--- config.mk ---
export PLATFORM = sky130hd
export DESIGN_NAME = apb_regbank_slave
export DESIGN_NICKNAME = d
export VERILOG_FILES = /design/src/rtl/apb_slave_pkg.sv /design/src/rtl/apb_slv_regbank.sv /design/src/rtl/apb_regbank_slave.sv
export SDC_FILE = /design/constraint.sdc
export NUM_CORES = 1
export LEC_CHECK = 0
export CAP_MARGIN = 20
export CORE_MARGIN = 2
export CORE_UTILIZATION = 25
export DETAILED_ROUTE_END_ITERATION = 16
export DONT_BUFFER_PORTS = 1
export GPL_TIMING_DRIVEN = 0
export MAX_ROUTING_LAYER = met4
export PLACE_DENSITY = 0.41
export RECOVER_POWER = 25
export SLEW_MARGIN = 10
export SYNTH_ARGS = -nofsm -noshare
export SYNTH_HDL_FRONTEND = slang
export SYNTH_SLANG_ARGS = --single-unit
--- constraint.sdc ---
create_clock -name PCLK -period 2.75 [get_ports PCLK]
set_clock_uncertainty 0.1 [all_clocks]
set_input_delay 0.1375 -clock PCLK [delete_from_list [all_inputs] [get_ports PCLK]]
set_output_delay 0.1375 -clock PCLK [all_outputs]
set_load 0.05 [all_outputs]
--- src/rtl/apb_slave_pkg.sv ---
// rtl/apb_slave_pkg.sv - shared types and constants for the APB register-bank completer
//
// Purpose : FSM state encoding, WAITCFG register index and wait-counter width.
// Ports   : none (package).

package apb_slave_pkg;

    typedef enum logic {
        IDLE   = 1'b0,
        ACCESS = 1'b1
    } state_t;

    localparam int REG_WAITCFG = 0;
    localparam int WAIT_W      = 4;

endpackage

--- src/rtl/apb_slv_regbank.sv ---
// rtl/apb_slv_regbank.sv - byte-strobed register array with registered read port
//
// Purpose : holds reg[0..DEPTH-1], applies strobed writes, and registers the
//           read response that drives PRDATA.
// Ports   : i_clk, i_resetn        clock, synchronous active-low reset
//           i_wr_en/idx/strb/data  strobed write port (commits at the clock edge)
//           i_rd_load              capture a new read response this edge
//           i_rd_en                1 = capture reg[i_rd_idx], 0 = capture zero
//           i_rd_idx               read index
//           i_rd_clr               force the read response to zero
//           o_rdata                registered read response
//           o_wait_cnt             WAITCFG wait-state count field

module apb_slv_regbank
    import apb_slave_pkg::*;
#(
    parameter int PDATA_SIZE  = 8,
    parameter int DEPTH       = 16,
    parameter int WAIT_STATES = 2,
    parameter int IDX_W       = 4
) (
    input  logic                    i_clk,
    input  logic                    i_resetn,
    input  logic                    i_wr_en,
    input  logic [IDX_W-1:0]        i_wr_idx,
    input  logic [PDATA_SIZE/8-1:0] i_wr_strb,
    input  logic [PDATA_SIZE-1:0]   i_wr_data,
    input  logic                    i_rd_load,
    input  logic                    i_rd_en,
    input  logic [IDX_W-1:0]        i_rd_idx,
    input  logic                    i_rd_clr,
    output logic [PDATA_SIZE-1:0]   o_rdata,
    output logic [WAIT_W-1:0]       o_wait_cnt
);

    localparam int STRB_W = PDATA_SIZE / 8;

    logic [PDATA_SIZE-1:0] r_regs [DEPTH];
    logic [PDATA_SIZE-1:0] r_rdata;

    always_ff @(posedge i_clk) begin
        if (!i_resetn) begin
            for (int i = 0; i < DEPTH; i++) begin
                r_regs[i] <= (i == REG_WAITCFG) ? PDATA_SIZE'(WAIT_STATES) : '0;
            end
        end else if (i_wr_en) begin
            for (int b = 0; b < STRB_W; b++) begin
                if (i_wr_strb[b]) begin
                    r_regs[i_wr_idx][b*8 +: 8] <= i_wr_data[b*8 +: 8];
                end
            end
        end
    end

    // Clear has priority so a completing/aborting transfer always returns
    // PRDATA to zero, even if a load were requested in the same cycle.
    always_ff @(posedge i_clk) begin
        if (!i_resetn || i_rd_clr) begin
            r_rdata <= '0;
        end else if (i_rd_load) begin
            r_rdata <= i_rd_en ? r_regs[i_rd_idx] : '0;
        end
    end

    assign o_rdata    = r_rdata;
    assign o_wait_cnt = r_regs[REG_WAITCFG][WAIT_W-1:0];

endmodule

--- src/rtl/apb_regbank_slave.sv ---
// rtl/apb_regbank_slave.sv - APB4 completer with byte register bank, wait states and error response
//
// Purpose : accepts APB setup/access phases, inserts WAITCFG[3:0] wait states,
//           and responds from apb_slv_regbank. Out-of-range addresses error.
//           Optional macro APB_SLV_PROT_CHECK_EN: unprivileged (PPROT[0]=0)
//           accesses to WAITCFG also error.
// Ports   : PCLK, PRESETn                  clock, synchronous active-low reset
//           PSEL, PENABLE, PWRITE, PPROT   APB control
//           PSTRB, PADDR, PWDATA           write strobes, byte address, write data
//           PRDATA, PREADY, PSLVERR        registered response

module apb_regbank_slave
    import apb_slave_pkg::*;
#(
    parameter int PADDR_SIZE  = 10,
    parameter int PDATA_SIZE  = 8,
    parameter int DEPTH       = 16,
    parameter int WAIT_STATES = 2
) (
    input  logic                    PCLK,
    input  logic                    PRESETn,
    input  logic                    PSEL,
    input  logic                    PENABLE,
    input  logic [2:0]              PPROT,
    input  logic                    PWRITE,
    input  logic [PDATA_SIZE/8-1:0] PSTRB,
    input  logic [PADDR_SIZE-1:0]   PADDR,
    input  logic [PDATA_SIZE-1:0]   PWDATA,
    output logic [PDATA_SIZE-1:0]   PRDATA,
    output logic                    PREADY,
    output logic                    PSLVERR
);

    localparam int IDX_W  = (DEPTH > 1) ? $clog2(DEPTH) : 1;
    localparam int STRB_W = PDATA_SIZE / 8;

    state_t                r_state;
    state_t                w_state_nxt;
    logic [WAIT_W-1:0]     r_cnt;
    logic [IDX_W-1:0]      r_idx;
    logic                  r_write;
    logic                  r_err;
    logic [STRB_W-1:0]     r_strb;
    logic [PDATA_SIZE-1:0] r_wdata;
    logic                  r_ready;
    logic                  r_slverr;

    logic [IDX_W-1:0]      w_idx;
    logic                  w_range_err;
    logic                  w_prot_err;
    logic                  w_err;
    logic                  w_unused;
    logic [WAIT_W-1:0]     w_wait;

    logic                  w_setup;
    logic                  w_abort;
    logic                  w_complete;
    logic                  w_waiting;
    logic                  w_rsp_load;
    logic                  w_rsp_err;
    logic                  w_rsp_write;
    logic [IDX_W-1:0]      w_rsp_idx;

    logic [WAIT_W-1:0]     w_cnt_nxt;
    logic                  w_ready_nxt;
    logic                  w_slverr_nxt;
    logic                  w_rd_load;
    logic                  w_rd_clr;
    logic                  w_rd_en;
    logic                  w_wr_en;

    // Live address decode, used at the setup edge.
    assign w_idx       = PADDR[IDX_W-1:0];
    assign w_range_err = ({1'b0, PADDR} >= (PADDR_SIZE+1)'(DEPTH));

`ifdef APB_SLV_PROT_CHECK_EN
    assign w_prot_err = !w_range_err && (w_idx == IDX_W'(REG_WAITCFG)) && !PPROT[0];
    assign w_unused   = ^PPROT[2:1];
`else
    assign w_prot_err = 1'b0;
    assign w_unused   = ^PPROT;
`endif

    assign w_err = w_range_err | w_prot_err;

    assign w_setup    = (r_state == IDLE) && PSEL && !PENABLE;
    assign w_abort    = (r_state == ACCESS) && !PSEL;
    assign w_complete = (r_state == ACCESS) && PSEL && PENABLE && r_ready;
    assign w_waiting  = (r_state == ACCESS) && PSEL && PENABLE && !r_ready;

    // Response is produced either at the setup edge (zero wait states) or at
    // the edge where the counter runs out; the first case must use the live
    // bus fields because nothing has been latched yet.
    assign w_rsp_load  = (w_setup && (w_wait == '0)) || (w_waiting && (r_cnt <= WAIT_W'(1)));
    assign w_rsp_err   = (r_state == IDLE) ? w_err  : r_err;
    assign w_rsp_write = (r_state == IDLE) ? PWRITE : r_write;
    assign w_rsp_idx   = (r_state == IDLE) ? w_idx  : r_idx;

    // State register and latched transfer fields.
    always_ff @(posedge PCLK) begin
        if (!PRESETn) begin
            r_state  <= IDLE;
            r_cnt    <= '0;
            r_ready  <= 1'b0;
            r_slverr <= 1'b0;
            r_idx    <= '0;
            r_write  <= 1'b0;
            r_err    <= 1'b0;
            r_strb   <= '0;
            r_wdata  <= '0;
        end else begin
            r_state  <= w_state_nxt;
            r_cnt    <= w_cnt_nxt;
            r_ready  <= w_ready_nxt;
            r_slverr <= w_slverr_nxt;
            if (w_setup) begin
                r_idx   <= w_idx;
                r_write <= PWRITE;
                r_err   <= w_err;
                r_strb  <= PSTRB;
                r_wdata <= PWDATA;
            end
        end
    end

    // Next-state logic.
    always_comb begin
        w_state_nxt = r_state;
        case (r_state)
            IDLE:    if (w_setup) w_state_nxt = ACCESS;
            ACCESS:  if (w_abort || w_complete) w_state_nxt = IDLE;
            default: w_state_nxt = IDLE;
        endcase
    end

    // Counter, response and write-port control.
    always_comb begin
        w_cnt_nxt    = r_cnt;
        w_ready_nxt  = r_ready;
        w_slverr_nxt = r_slverr;
        w_rd_load    = 1'b0;
        w_rd_clr     = 1'b0;
        w_wr_en      = 1'b0;
        w_rd_en      = !w_rsp_write && !w_rsp_err;

        if (w_setup) begin
            w_cnt_nxt = w_wait;
        end else if (w_abort || w_complete) begin
            w_cnt_nxt    = '0;
            w_ready_nxt  = 1'b0;
            w_slverr_nxt = 1'b0;
            w_rd_clr     = 1'b1;
            w_wr_en      = w_complete && r_write && !r_err;
        end else if (w_waiting) begin
            w_cnt_nxt = (r_cnt > WAIT_W'(1)) ? r_cnt - WAIT_W'(1) : '0;
        end

        if (w_rsp_load) begin
            w_ready_nxt  = 1'b1;
            w_slverr_nxt = w_rsp_err;
            w_rd_load    = 1'b1;
        end
    end

    apb_slv_regbank #(
        .PDATA_SIZE  (PDATA_SIZE),
        .DEPTH       (DEPTH),
        .WAIT_STATES (WAIT_STATES),
        .IDX_W       (IDX_W)
    ) u_regbank (
        .i_clk      (PCLK),
        .i_resetn   (PRESETn),
        .i_wr_en    (w_wr_en),
        .i_wr_idx   (r_idx),
        .i_wr_strb  (r_strb),
        .i_wr_data  (r_wdata),
        .i_rd_load  (w_rd_load),
        .i_rd_en    (w_rd_en),
        .i_rd_idx   (w_rsp_idx),
        .i_rd_clr   (w_rd_clr),
        .o_rdata    (PRDATA),
        .o_wait_cnt (w_wait)
    );

    assign PREADY  = r_ready;
    assign PSLVERR = r_slverr;

endmodule

# --- Word level (Yosys, flattened, before mapping) ---
# Memory sizes are Yosys's and may differ from the RTL's.
# Index checks and enable logic that the tools add are counted.
# W data, S select, Z words.
classes:
  reduce_logical: 27
  magnitude_cmp: 3
  eq_ne: 1
  mux: 28
  n_addsub: 1
  n_bitwise: 1
op_table:
  columns: ["cell", "count"]
  rows:
  - ["$mux W4", 6]
  - ["$mux W1", 19]
  - ["$mux W8", 2]
  - ["$logic_and A1 B1 Y1", 12]
  - ["$ge A10 B5 Y1 const B", 1]
  - ["$reduce_or A8 Y1", 1]
  - ["$logic_not A1 Y1", 7]
  - ["$gt A4 B1 Y1 const B", 1]
  - ["$le A4 B1 Y1 const B", 1]
  - ["$logic_not A4 Y1", 1]
  - ["$sub A4 B1 Y4 const B", 1]
  - ["$logic_or A1 B1 Y1", 3]
  - ["$reduce_bool A3 Y1", 1]
  - ["$ne A2 B1 Y1 const B", 1]
  - ["$pmux W1 S2", 1]
  - ["$reduce_and A2 Y1", 1]
  - ["$reduce_bool A2 Y1", 1]
  - ["$not A1 Y1", 1]
totals:
  ram_bits: 128
  input_bits: 27
  output_inout_bits: 10
  n_memories: 1
  reg_bits: 30
mem_list:
  columns: ["memory", "depth", "width", "read_ports", "rd_clocked_by_memory_dff", "write_ports", "line", "text"]
  rows:
  - ["u_regbank.r_regs", 16, 8, 2, 0, 16, "apb_slv_regbank.sv:38", "logic [PDATA_SIZE-1:0] r_regs [DEPTH];"]

# --- Depth between registers and ports, before layout ---
depth:
  word_depth: 12
  ltp_mapped: 8
  mapped_depth_nobuf: 7

# --- By module ---
# A second synthesis with hierarchy kept.
unflattened:
  cells_unflattened: 548
  area_unflattened_um2: 7347.0
by_module_without_submodules:
  columns: ["mod", "cells_per_inst", "seq_area_each_um2", "area_per_inst_um2", "n_inst"]
  rows:
  - ["apb_slv_regbank", 416, 4003.8, 6253.5, 1]
  - ["apb_regbank_slave", 132, 440.4, 1093.5, 1]

# --- Worst setup path after synthesis ---
# No wires, ideal clock.
synth_path:
  path_kind: "reg2reg"
  startpoint: "register r_ready (netlist: PREADY)"
  endpoint: "memory u_regbank.r_regs[10][0] (enable)"
  path_buffers: 1
  t_arrival_ns: 2.117
  setup_slack_ns: 0.149
  stages_incl_launch_ff: 5
  setup_time_ns: 0.384
  period_less_slack_ns: 2.601
  t_required_ns: 2.266
  cell_sequence: "dfxtp_1 -> nand4_1 -> or4_1 -> clkbuf_1 -> o21ai_0"
synth_rtl:
  columns: ["element", "line", "text"]
  rows:
  - ["start: declaration", "apb_regbank_slave.sv:45", "logic r_ready;"]
  - ["start signal: assignment", "apb_regbank_slave.sv:114", "r_ready <= w_ready_nxt;"]
  - ["end: declaration", "apb_slv_regbank.sv:38", null]

==> flow_summary.yaml <==
status:
  outcome: "finished, final reports clean"
finish:
  seqCellArea_sq_mm: 0.00445
  diodes: 0
  drive_gt1_share_pct: 12.1
  fillerInstances: 3126
  multiInputGateArea_sq_mm: 0.00299
  post-route-util_pct: 30.7
  area.growth.synth_to_final_pct: 21.1
  nNetsFinal: 783
drt:
  met3_length_um: 971
  wl_um: 23400
  antenna_left: 0
  topRoutingLayerUsed: "met4"
  drt_iter0_drc: 289
  post_drt_wl_per_cell_um: 20.2
  post_drt_via_cell_ratio: 4.62
  vias: 5342
  drc: 0
  firstDrtPassIters: 5
  routed-wl-met2_um: 11200
  routedLengthMet1_um: 10900
synthesis:
  syn_inst: 697
  syn_area_per_cell_sq_um: 10.8
  synthesis.nets: 726
  yosysWarnings: 0
  synthFlopType: "edfxtp_1"
  synth_seq_cells: 158
  syn-cell-area_sq_mm: 0.00751
  synth_edf_count: 128
  async_flop_share_pct: 0
  ys_types: 50
  yosysSeqAreaShare_pct: 59.2
timing:
  rsz0062_at_grt: "yes"
  post-route-period-util_pct: 94.5
  setup_viol: 0
  drv_slew: 0
  min_period_ps: 2600
  fmax_ghz: 0.385
  hold_violations: 0
  worst_slew_pin_slew_ps: 814
  relSlewSlack_pct: 45.4
  whs_ps: 19.8
placed_design:
  port_buffers: 0
  gp_congestion: 0.815
  dp_hpwl_um: 16400
critical_path:
  path_class: "flop to flop"
  rr_worst_depth: 6
  cp-end-kind: "flop"
  start_kind: "flop"
  cp_max_fo: 9
  worstPathArrival_ps: 2790
  r2r_slack_ps: 150
  rr_startpoint: "r_idx[1]$_SDFFE_PN0P_"
  cp.required_ps: 2940
  r2r_end: "u_regbank.r_regs[6][2]$_SDFFCE_PN0P_"
power:
  p_int_uw: 4270
  sw_frac_of_total_pct: 25.6
  ir_drop_v: 0.000340
  switchingPower_uw: 1470
  seqPwrFrac_pct: 47.0
  clockPowerShare_pct: 44.9
  combPwrFrac_pct: 8.1
  power_density_mw_per_mm2: 632
  p_leak_uw: 0.00314
floorplan:
  start_util_pct: 25.3
  num_io_pins: 37
  die_h_um: 177
  core_sq_mm: 0.0296
  die_w_um: 177
  std_cell_rows: 63
  die_area_sq_mm: 0.0314
grt:
  grt_first_pass_wirelength_um: 35700
  overflow: 0
  grt_use_total_pct: 16.2
  antenna_found_initial: 0
  grt_pass1_vias: 5501
  grt_start_max_net_pins: 17
clocking:
  clock-sinks: 158
  cts_buffer_depth: 2
  cts-root-buf: "clkbuf_16"
  htreeDepth: 4
  clock_latency_ps: 430
  cts_buffers: 17
  path_clk_slew_ps: 70
  cts_tree: "done"
worst_hold_path:
  min_from: "PENABLE"
  worstHoldEndpoint: "r_cnt[0]$_SDFFE_PN0P_"
  hp-class: "input port to flop"
  holdPathStages: 2
run:
  cap_violations: 0
[cell type report]
class                   count  area share (%)
plain buffers              34            1.66
well taps                 390            5.37
clock inverters            15            2.19
repair buffers             38            3.58
clock buffers              17            4.68
inverters                  19           0.784
flip-flops and latches    158            48.9
multi-input cells         486            32.9
[sequential cells by signal, indices dropped and copies added, names as in the netlist]
| signal | flops |
|---|---|
| r_err | 1 |
| r_write | 1 |
| r_strb | 1 |
| u_regbank.o_rdata | 8 |
| PSLVERR | 1 |
| r_state | 1 |
| r_idx | 4 |
| PREADY | 1 |
| r_wdata | 8 |
| r_cnt | 4 |
| u_regbank.r_regs | 128 |
[power by group through the flow]
| stage | logic (uW) | registers (uW) | clock network (uW) |
|---|---|---|---|
| 2_1_floorplan | 264 | 2730 | 0 |
| 3_3_place_gp | 414 | 2750 | 0 |
| 3_5_place_dp | 422 | 2750 | 0 |
| 4_1_cts | 458 | 2700 | 2630 |
| 5_1_grt | 509 | 2710 | 2720 |
| 6_report | 464 | 2700 | 2580 |
[stage by stage]
stage                     instances  area [sq um]  setup WS, ps  power [uW]  setup TNS [ps]
after floorplan                 697          7510           149        3000               0
after global placement         1087          8000          -833        3170          -76280
after detailed placement       1097          8050          -922        3180          -44200
after CTS                      1153          9000         0.253        5790               0
after global routing           1157          9090         -5.72        5940           -5.72
final                          1157          9090           150        5740               0
[cells in the final DEF, fill, tap and decap left out, drive strengths merged, types with 6 or more instances in the layout]
cell type | netlist | final
nor2b | 14 | 14
o32ai | 7 | 7
nand4 | 8 | 8
a21oi | 23 | 23
edfxtp | 128 | 128
o21ai | 17 | 17
clkbuf | 29 | 46
a221oi | 8 | 8
dfxtp | 30 | 30
mux2 | 6 | 6
mux2i | 20 | 20
o22ai | 14 | 14
dlygate4sd3 | 0 | 24
nand2b | 13 | 13
nor3 | 10 | 10
nand3 | 33 | 33
and2 | 127 | 127
inv | 19 | 28
nor3b | 11 | 11
nor4 | 8 | 8
buf | 5 | 19
nand2 | 100 | 100
nor2 | 36 | 36
[cell families after synthesis]
| family | count (synthesis) | synth area share, % |
|---|---|---|
| AOI/OAI and AO/OA | 81 | 7.03 |
| xor gates and xnor gates | 1 | 0.117 |
| adders and majority gates | 2 | 0.333 |
| buffers and inverters | 53 | 2.93 |
| DFF | 158 | 59.2 |
| muxes | 27 | 3.87 |
| and+or+nand+nor | 375 | 26.5 |
[synthesized netlist by cell type, drive strengths merged, types with 6 or more instances]
library cell	n	area share (%)
dfxtp	30	8.0
nand3	33	2.2
a21oi	23	1.5
nor3b	11	1.2
a221oi	8	0.93
o21ai	17	1.1
mux2	6	0.90
nor2b	14	1.2
nor4	8	0.67
clkbuf	29	1.6
nand4	8	0.67
inv	19	0.95
mux2i	20	2.7
and2	127	11
o32ai	7	0.82
nor2	36	1.8
edfxtp	128	51
nand2	100	5.0
nor3	10	0.67
nand2b	13	1.1
o22ai	14	1.2
[how the worst max path moves through the flow]
| stage | startpoint | endpoint | slack, ps |
|---|---|---|---|
| final | r_idx[1]$_SDFFE_PN0P_ | u_regbank.r_regs[6][2]$_SDFFCE_PN0P_ | 150 |
| after global routing | r_state$_SDFF_PN0_ | u_regbank.o_rdata[1]$_SDFFE_PP0P_ | -6 |
| after CTS | PREADY$_SDFFE_PN0P_ | u_regbank.r_regs[1][3]$_SDFFCE_PN0P_ | 0.3 |
| after detailed placement | PREADY$_SDFFE_PN0P_ | u_regbank.r_regs[2][0]$_SDFFCE_PN0P_ | -920 |
| after global placement | PREADY$_SDFFE_PN0P_ | u_regbank.r_regs[2][2]$_SDFFCE_PN0P_ | -830 |
| after floorplan | PREADY$_SDFFE_PN0P_ | u_regbank.r_regs[10][0]$_SDFFCE_PN0P_ | 150 |
[metal layers]
metal	track usage, %	vias up
li1	-	2599
met1	20.9	2637
met2	25.8	89
met3	3.45	17
met4	4.10	0
met5	-	-
[what timing repair did]
item,CTS,global route
pin swaps,0,4
gates resized for setup,22,24
hold buffers,24,0
hold endpoints to repair,17,0
buffers inserted,0,4
setup endpoints to repair,146,83
cloned,0,0
[critical path, cell delays in order, from the launching register on]
cell	delay, ps
dfxtp_1	310
clkbuf_1	360
nand2b_1	170
or4_1	410
clkbuf_1	320
nor2_1	580
and2_1	210
Note: power is estimated with default switching activity, not from simulation.
